<file path="config.mk">
export PLATFORM = sky130hd
export DESIGN_NAME = conv_frame_encoder_flat
export DESIGN_NICKNAME = d
export VERILOG_FILES = /design/src/rtl/conv_pkg.sv /design/src/rtl/conv_frame_encoder_if.sv /design/src/rtl/conv_core.sv /design/src/rtl/conv_frame_encoder.sv /design/src/flat_wrapper.sv
export SDC_FILE = /design/constraint.sdc
export NUM_CORES = 1
export LEC_CHECK = 0
export CORE_MARGIN = 5
export CORE_UTILIZATION = 25
export DETAILED_ROUTE_END_ITERATION = 7
export PLACE_DENSITY = 0.41
export SYNTH_ARGS = -nofsm -noshare
export SYNTH_HDL_FRONTEND = slang
export SYNTH_HIERARCHICAL = 1
export SYNTH_SLANG_ARGS = --single-unit
</file>
<file path="constraint.sdc">
create_clock -name clk -period 2.1 [get_ports clk]
set_input_delay 0.525 -clock clk [delete_from_list [all_inputs] [get_ports clk]]
set_output_delay 0.525 -clock clk [all_outputs]
set_load 0.01 [all_outputs]
</file>
<file path="src/rtl/conv_pkg.sv">
// Shared constants for the K=3 rate-1/2 convolutional link: generators, trellis width,
// FSM encoding and the rate-2/3 puncture pattern, used by both encoder and decoder.
package conv_pkg;

  localparam int K      = 3;
  localparam int S_W    = K - 1;
  localparam int TAIL_W = (K > 2) ? $clog2(K - 1) : 1;

  localparam logic [K-1:0] G0 = 3'b111;
  localparam logic [K-1:0] G1 = 3'b101;

  // Puncture pattern [11;10]: upper pair for even data bits, lower pair for odd.
  localparam logic [3:0] PUNCT_PAT = 4'b11_10;

  typedef enum logic [1:0] {
    IDLE = 2'd0,
    DATA = 2'd1,
    TAIL = 2'd2
  } conv_state_e;

endpackage

</file>
<file path="src/rtl/conv_frame_encoder_if.sv">
// Input word stream and output symbol stream of the convolutional encoder.
// Both streams use valid/ready: a transfer happens on a rising clk edge where valid && ready.
interface conv_frame_encoder_if #(
  parameter int DATA_W = 8
);

  logic [DATA_W-1:0] in_data;
  logic              in_valid;
  logic              in_last;
  logic              in_ready;
  logic [1:0]        sym;
  logic [1:0]        sym_mask;
  logic              sym_valid;
  logic              sym_last;
  logic              sym_ready;

  modport master (
    output in_data, in_valid, in_last, sym_ready,
    input  in_ready, sym, sym_mask, sym_valid, sym_last
  );

  modport slave (
    input  in_data, in_valid, in_last, sym_ready,
    output in_ready, sym, sym_mask, sym_valid, sym_last
  );

endinterface

</file>
<file path="src/rtl/conv_core.sv">
// Combinational trellis step: (u, s) -> (sym, next_s). Shared with the decoder's
// branch-label generation so both ends agree on the generators.
module conv_core
  import conv_pkg::*;
(
  input  logic           u,
  input  logic [S_W-1:0] s,
  output logic [1:0]     sym,
  output logic [S_W-1:0] next_s
);

  logic [K-1:0] taps;

  assign taps   = {u, s};
  assign sym    = {^(taps & G0), ^(taps & G1)};
  assign next_s = {u, s[S_W-1:1]};

endmodule

</file>
<file path="src/rtl/conv_frame_encoder.sv">
// Framed K=3 rate-1/2 convolutional encoder: bytes in MSB-first, one symbol per bit,
// then K-1 zero tail symbols. Define PUNCTURE_EN for rate-2/3 puncturing of data bits.
module conv_frame_encoder
  import conv_pkg::*;
#(
  parameter int DATA_W = 8
) (
  input  logic                 clk,
  input  logic                 rst,
  conv_frame_encoder_if.slave  bus,
  output conv_state_e          dbg_state
);

  localparam int CNT_W = (DATA_W > 1) ? $clog2(DATA_W) : 1;
  localparam logic [CNT_W-1:0]  LAST_BIT  = CNT_W'(DATA_W - 1);
  localparam logic [TAIL_W-1:0] LAST_TAIL = TAIL_W'(K - 2);

  conv_state_e       state;
  logic [DATA_W-1:0] shreg;
  logic              last_flag;
  logic              pad;
  logic [S_W-1:0]    s;
  logic [CNT_W-1:0]  bit_cnt;
  logic [TAIL_W-1:0] tail_cnt;

  logic           u;
  logic           valid_int;
  logic           fire;
  logic           accept;
  logic           final_bit;
  logic           ready;
  logic           tail_last;
  logic [1:0]     core_sym;
  logic [1:0]     mask;
  logic [S_W-1:0] next_s;

  conv_core u_core (
    .u      (u),
    .s      (s),
    .sym    (core_sym),
    .next_s (next_s)
  );

  assign u         = (state == DATA) ? shreg[DATA_W-1] : 1'b0;
  assign final_bit = (bit_cnt == LAST_BIT);
  assign valid_int = ((state == DATA) && !pad) || (state == TAIL);
  assign tail_last = (state == TAIL) && (tail_cnt == LAST_TAIL);
  assign fire      = valid_int && bus.sym_ready;

  // The final-bit term depends on sym_ready so the next word loads on the same edge
  // the last bit leaves, giving gap-free back-to-back words.
  always_comb begin
    ready = 1'b0;
    case (state)
      IDLE:    ready = 1'b1;
      DATA:    ready = pad || (final_bit && !last_flag && bus.sym_ready);
      default: ready = 1'b0;
    endcase
  end

  assign bus.in_ready = rst && ready;
  assign accept       = bus.in_valid && bus.in_ready;

`ifdef PUNCTURE_EN
  logic parity;
  assign mask = ((state == DATA) && parity) ? PUNCT_PAT[1:0] : PUNCT_PAT[3:2];
`else
  assign mask = 2'b11;
`endif

  assign bus.sym_valid = valid_int;
  assign bus.sym_mask  = valid_int ? mask : 2'b00;
  assign bus.sym       = valid_int ? (core_sym & mask) : 2'b00;
  assign bus.sym_last  = tail_last;
  assign dbg_state     = state;

  always_ff @(posedge clk or negedge rst) begin
    if (!rst) begin
      state     <= IDLE;
      shreg     <= '0;
      last_flag <= 1'b0;
      pad       <= 1'b0;
      s         <= '0;
      bit_cnt   <= '0;
      tail_cnt  <= '0;
`ifdef PUNCTURE_EN
      parity    <= 1'b0;
`endif
    end else begin
      case (state)
        IDLE: begin
          if (accept) begin
            shreg     <= bus.in_data;
            last_flag <= bus.in_last;
            bit_cnt   <= '0;
            pad       <= 1'b0;
            s         <= '0;
            state     <= DATA;
`ifdef PUNCTURE_EN
            parity    <= 1'b0;
`endif
          end
        end
        DATA: begin
          if (pad) begin
            if (accept) begin
              shreg     <= bus.in_data;
              last_flag <= bus.in_last;
              pad       <= 1'b0;
            end
          end else if (fire) begin
            s <= next_s;
`ifdef PUNCTURE_EN
            parity <= ~parity;
`endif
            if (final_bit) begin
              bit_cnt <= '0;
              if (last_flag) begin
                tail_cnt <= '0;
                state    <= TAIL;
              end else if (accept) begin
                shreg     <= bus.in_data;
                last_flag <= bus.in_last;
              end else begin
                pad <= 1'b1;
              end
            end else begin
              shreg   <= {shreg[DATA_W-2:0], 1'b0};
              bit_cnt <= bit_cnt + 1'b1;
            end
          end
        end
        TAIL: begin
          if (fire) begin
            s <= next_s;
            if (tail_last) begin
              state <= IDLE;
            end else begin
              tail_cnt <= tail_cnt + 1'b1;
            end
          end
        end
        default: state <= IDLE;
      endcase
    end
  end

endmodule

</file>
<file path="src/flat_wrapper.sv">
// flat-port wrapper written by rule: the top's interface ports become plain ports
module conv_frame_encoder_flat import conv_pkg::*;
#(
  parameter int DATA_W = 8
)
  (clk, rst, dbg_state, bus_in_data, bus_in_valid, bus_in_last, bus_sym_ready, bus_in_ready, bus_sym, bus_sym_mask, bus_sym_valid, bus_sym_last);
  conv_frame_encoder_if #(.DATA_W(DATA_W)) bus_i ();
  input  logic clk;
  input  logic rst;
  output conv_state_e dbg_state;
  input wire logic [$bits(bus_i.in_data)-1:0] bus_in_data;
  input wire logic [$bits(bus_i.in_valid)-1:0] bus_in_valid;
  input wire logic [$bits(bus_i.in_last)-1:0] bus_in_last;
  input wire logic [$bits(bus_i.sym_ready)-1:0] bus_sym_ready;
  output wire logic [$bits(bus_i.in_ready)-1:0] bus_in_ready;
  output wire logic [$bits(bus_i.sym)-1:0] bus_sym;
  output wire logic [$bits(bus_i.sym_mask)-1:0] bus_sym_mask;
  output wire logic [$bits(bus_i.sym_valid)-1:0] bus_sym_valid;
  output wire logic [$bits(bus_i.sym_last)-1:0] bus_sym_last;
  assign bus_i.in_data = bus_in_data;
  assign bus_i.in_valid = bus_in_valid;
  assign bus_i.in_last = bus_in_last;
  assign bus_i.sym_ready = bus_sym_ready;
  assign bus_in_ready = bus_i.in_ready;
  assign bus_sym = bus_i.sym;
  assign bus_sym_mask = bus_i.sym_mask;
  assign bus_sym_valid = bus_i.sym_valid;
  assign bus_sym_last = bus_i.sym_last;
  conv_frame_encoder #(.DATA_W(DATA_W)) u_core (.clk(clk), .rst(rst), .bus(bus_i), .dbg_state(dbg_state));
endmodule
</file>
* After elaboration in Yosys (flattened, before gate mapping)
Index checks and enable logic that the tools add are counted.
** Storage, ports and cells
- Bits in registers :: 18
- Output and inout port bits :: 9
- Logic and storage cells :: 95
** Cells by class
- $add $sub $neg :: 2
- Equality and inequality tests :: 14
- Mux-type cells :: 48
- Reductions and logical operators :: 24
** Operators by type and width (count)
- $mux W8 :: 5
- $mux W2 :: 12
- $mux W1 :: 19
- $pmux W8 S2 :: 1
- $reduce_and A7 Y1 :: 2
- $mux W3 :: 4
- $pmux W2 S3 :: 2
- $ne A2 B1 Y1 const B :: 5
- $reduce_and A3 Y1 :: 3
- $pmux W1 S2 :: 4
- $logic_and A1 B1 Y1 :: 7
- $ne A2 B2 Y1 const B :: 3
- $ne A3 B1 Y1 const B :: 2
- $pmux W3 S2 :: 1
- $reduce_xor A3 Y1 :: 2
- $ne A4 B4 Y1 const B :: 1
- $reduce_and A4 Y1 :: 1
- $reduce_bool A2 Y1 :: 2
- $add A3 B1 Y3 const B :: 1
- $eq A3 B3 Y1 const B :: 1
- $reduce_bool A3 Y1 :: 1
- $eq A2 B1 Y1 const B :: 1
- $eq A2 B2 Y1 const B :: 1
- $logic_not A1 Y1 :: 2
- other kinds (4) :: 5

* Longest topological paths before layout
- Word-level depth :: 13
- Gate-level depth with buffers :: 7
- Depth with buffers taken out :: 6

* Hierarchy
Netlist, hierarchy kept.
** By module, submodules not included
- conv_frame_encoder :: times used 1, cells an instance 122, area an instance 1183.6 sq um, seq. area each 450.4 sq um
- conv_core :: times used 1, cells an instance 4, area an instance 47.5 sq um, seq. area each 0.0 sq um

* Least setup slack after synthesis
OpenSTA, ideal clock, no wires.
- Kind :: reg2out
- Start :: register u_core.state[1] (netlist: u_core/dbg_state[1])
- End :: output port bus_sym[1]
- Arrival time :: 1.545 ns
- Slack :: 0.030 ns
- Stages on the path, launching flop included :: 7
- Buffers on the path :: 1
- Path through :: dfrtp_1 inv_1 ha_1 buf_2 and2_1 xor3_1 nor2b_1
** On the way
- Cells in the longest elaborated chain, start to end :: 4
- Elaborated cells on any way between the ends :: 7
- Those cells by class :: eq/ne: 2; mux: 2; reduce/logical: 3
** Ends and longest elaborated chain
- from (decl) :: line conv_frame_encoder.sv:18 : conv_state_e state;
- from (signal assigned) :: line conv_frame_encoder.sv:79 : state <= IDLE;
- from (signal assigned) :: line conv_frame_encoder.sv:98 : state <= DATA;
- from (signal assigned) :: line conv_frame_encoder.sv:120 : state <= TAIL;
- $eq A2 B1 Y1 :: line conv_frame_encoder.sv:44 : assign u = (state == DATA) ? shreg[DATA_W-1] : 1'b0;
- $mux W1 :: line conv_frame_encoder.sv:44
- via u_core.u :: line conv_frame_encoder.sv:26 : logic u;
- $reduce_xor A3 Y1 :: line conv_core.sv:15 : assign sym = {^(taps & G0), ^(taps & G1)};
- via u_core.core_sym[1] :: line conv_frame_encoder.sv:33 : logic [1:0] core_sym;
- $mux W2 :: line conv_frame_encoder.sv:73 : assign bus.sym = valid_int ? (core_sym & mask) : 2'b00;
- to (decl) :: line flat_wrapper.sv:16 : output wire logic [$bits(bus_i.sym)-1:0] bus_sym;
The timed path passes the listed nets, and every way through them passes these cells.

* Worst setup path in the final report
- Start :: register u_core.bit_cnt[1]
- End :: output port bus_in_ready
** On the way
- Cells in the longest elaborated chain, start to end :: 6
** Ends and longest elaborated chain
- from (decl) :: line conv_frame_encoder.sv:23 : logic [CNT_W-1:0] bit_cnt;
- from (signal assigned) :: line conv_frame_encoder.sv:129 : bit_cnt <= bit_cnt + 1'b1;
- $eq A3 B3 Y1 :: line conv_frame_encoder.sv:45 : assign final_bit = (bit_cnt == LAST_BIT);
- $logic_and A1 B1 Y1 (2 in a row) :: line conv_frame_encoder.sv:56 : DATA: ready = pad || (final_bit && !last_flag && bus.sym_ready);
- $logic_or A1 B1 Y1 :: line conv_frame_encoder.sv:56
- $pmux W1 S2 :: line conv_frame_encoder.sv:54 : case (state)
- $logic_and A1 B1 Y1 :: line conv_frame_encoder.sv:61 : assign bus.in_ready = rst && ready;
- to (decl) :: line flat_wrapper.sv:15 : output wire logic [$bits(bus_i.in_ready)-1:0] bus_in_ready;
Every way passes these cells.

==> results.md <==
- Fin. Hold Viols: 0
- Slew Viols, Final: 0
- Port buffer count: 21
- Rows: 25
- Starting Density: 25.9%
- Max-cap violation count: 0
- Clock Sink Count: 18
- Hold Path Depth: 1
- Die X: 80.2 um
- Synth Register Bits: 18
- Status: complete, no violations
- Vias: roughly 1100
- Chip height: 80.2 um
- CTS tree: yes
- Antenna Cells: 0
- Hold EP: u_core/shreg[1]
- RSZ-0062 raised after global routing: yes
- Sequential element share of the synthesized area: ~37%
- Core area: 0.00475 mm2
- Startpoint types: flop
- Vias in the first global route: about 1100
- Commonest non-fill, non-tap cells in the layout: buf_4 (26), dfrtp_1 (18), clkdlybuf4s50_1 (14), nor2_1 (10), nand2_1 (8)
- Data arrival, critical path: 1560 ps
- Drt drc: 0
- Gpl congestion: 0.823
- Die area: 0.00643 mm2
- DR pass1 iterations: 5
- Inst Count DP: 231
- Final setup fails: 0
- Reg-to-reg startpoint: u_core/dbg_state[1]
- Nets: ~190
- Flop-to-flop setup slack: 120 ps
- Clock Pin Slew Worst Setup and Hold Paths: 80 ps
- Ys async rst share: 100%
- Synth warnings: 6
- First-pass GRT wire length: between 5 and 6 mm
- Syn Nets: 144
- Worst-margin pin slew: 524 ps
- Syn Inst Count: 126
- Iter 0 DRT Violations: 41
- Total CTS buffers: 3
- Slew HR: roughly 65%
- Avg Vias per Cell: 4.52
- I/O Pins: 22
- Top FF cell, synth: dfrtp_1
- Post-DP HPWL: 2.40 mm
- CTS Buffer Depth: 2
- Setup CP Type: flop to primary output
- Largest net degree at the start of global routing: 15
- CP peak stage delay: 390 ps
- Worst-path maximum fanout: 2
- Share of Yosys cell area claimed by the top area cell type: between 30% and 40%
- Mapped Avg Cell Area: 9.77 um2
- Worst path required time: between 1500 and 2000 ps
- Grt total ovfl: 0
- Overall Global Routing Usage: 10.8%
- Drt wl/cell: 13.6 um
- Fmax: 479 MHz
- Clk_lat worst skew: roughly 260 ps
- Share of layout cells above drive strength 1: 34.7%
- Hold WC Path Type: flop to flop
- Yosys cell types: 40
- Fill cells: 515
- R2r endpoint: u_core/shreg[6]
- Hold slack final: ~530 ps
- Crit-path cells: ha_2 > ha_4 > and4b_4 > o31a_1 > buf_2
- Synth area leader: dfrtp_1
- Worst VDD drop: 0.426 mV
- Power Total: ~0.0023 W
- P&R area growth vs syn: 47.2%
- Routed WL: 3.25 mm
- Clk_skew: 1.66 ps
- Initial antenna violation count: 0
- Crit share post-route: 99.4%
- Min Tclk post-route: 2090 ps
- Min-delay src: u_core/shreg[1]
- Finished Layout Cells: 240
- Leakage: a little under 0.8 nW
- Pwr dens: 1280 mW/mm2
- Most common cell after layout, fill and taps aside: buf_4
- CP endpoint kind: primary output
- CP max stage cell: dfrtp_1
- Post-Syn Area: between 0.001 and 0.0015 mm2
- Root buffer cell: clkbuf_8
- Setup TNS: 0 ps
- H-tree depth: 1
- Synth area leaders: dfrtp_1 (37%), ha_1 (5.1%), o211a_1 (4.9%)
- Post-synth EDFFs: 0
- Routed Antenna Nets: 0
- Reg2reg path depth: 10
[synthesized netlist by cell type, types with 2 or more instances]
master	count
dfrtp_1	18
nor2_1	11
nand2_1	8
a21oi_1	7
nand2b_1	7
o21ai_0	7
inv_1	6
o211a_1	6
a22o_1	5
ha_1	5
o21ai_1	5
buf_2	4
buf_4	4
and2_1	3
nor2b_1	3
mux2i_1	2
nand3_1	2
[worst max-delay path: cells and delay by family, from the launching register on]
kind / cells / cell delay, ps
fa+ha+maj: 2 / 370
simple gates: 1 / 190
flops: 1 / 390
buf+inv: 1 / 140
compound gates: 1 / 220
[power by group]
group	switching, W	internal (W)
clock network	0.000128	0.000167
logic	0.000647	0.000822
registers	0.0000845	0.000477
total	0.000859	0.00147
[through the flow]
stage	cell area [um2]	setup slack, ps	util, %
6_report	1810	13.4	38.1
5_1_grt	1810	-46.9	38.1
4_1_cts	1750	-30.2	36.8
3_5_place_dp	1660	-316	35.0
3_3_place_gp	1660	-314	35.0
2_1_floorplan	1230	29.7	-
[worst max-delay path by stage]
| stage | slack (ps) | endpoint | from |
|---|---|---|---|
| after global routing | -50 | bus_sym_valid | u_core/dbg_state[1] |
| after CTS | -30 | bus_sym_mask[0] | u_core/dbg_state[1] |
| final | 10 | bus_in_ready | u_core/bit_cnt[1] |
| after floorplan | 30 | bus_sym[1] | u_core/dbg_state[1] |
| after detailed placement | -320 | bus_in_ready | bus_sym_ready |
| after global placement | -310 | bus_in_ready | bus_sym_ready |
[cell type report]
cell class | instances | area, um2 | share of cell area [%]
clock buffer | 4 | 55.1 | 3.04
inverter | 6 | 25.0 | 1.38
multi-input combinational | 94 | 759 | 41.9
sequential | 18 | 450 | 24.9
tap | 67 | 83.8 | 4.63
timing repair buffer | 51 | 438 | 24.2
[layer usage]
| layer | share of wire [%] | up-vias | GRT usage [%] |
|---|---|---|---|
| met3 | 3.0 | 2 | 2.24 |
| met4 | 0.77 | 0 | 3.55 |
| li1 | - | 544 | - |
| met2 | 48 | 16 | 17.3 |
| met1 | 48 | 523 | 14.4 |
| met5 | 0 | - | 0 |
[flip-flops by register name, summed over array words and instances (netlist names)]
name	count
u_core/s	2
u_core/shreg	8
u_core/dbg_state	2
u_core/last_flag	1
u_core/bit_cnt	3
u_core/pad	1
u_core/tail_cnt	1
[what timing repair did]
item,in CTS,in global routing
endpoints found under the setup margin,7,11
setup buffers,2,3
hold buffers,0,0
pin swaps,5,2
resized for setup,37,11
[cells by family (layout without fill, tap and decap cells)]
family,after synthesis,count (layout),share of synthesized area (%)
xor gates and xnor gates,2,2,2.64
and+or+nand+nor,41,41,18.7
adders and majority gates,5,5,5.08
muxes,4,4,3.46
buffers and inverters,14,61,5.89
AOI/OAI and AO/OA,42,42,27.6
DFF,18,18,36.6
No activity file was read; power rests on OpenSTA's default activity.
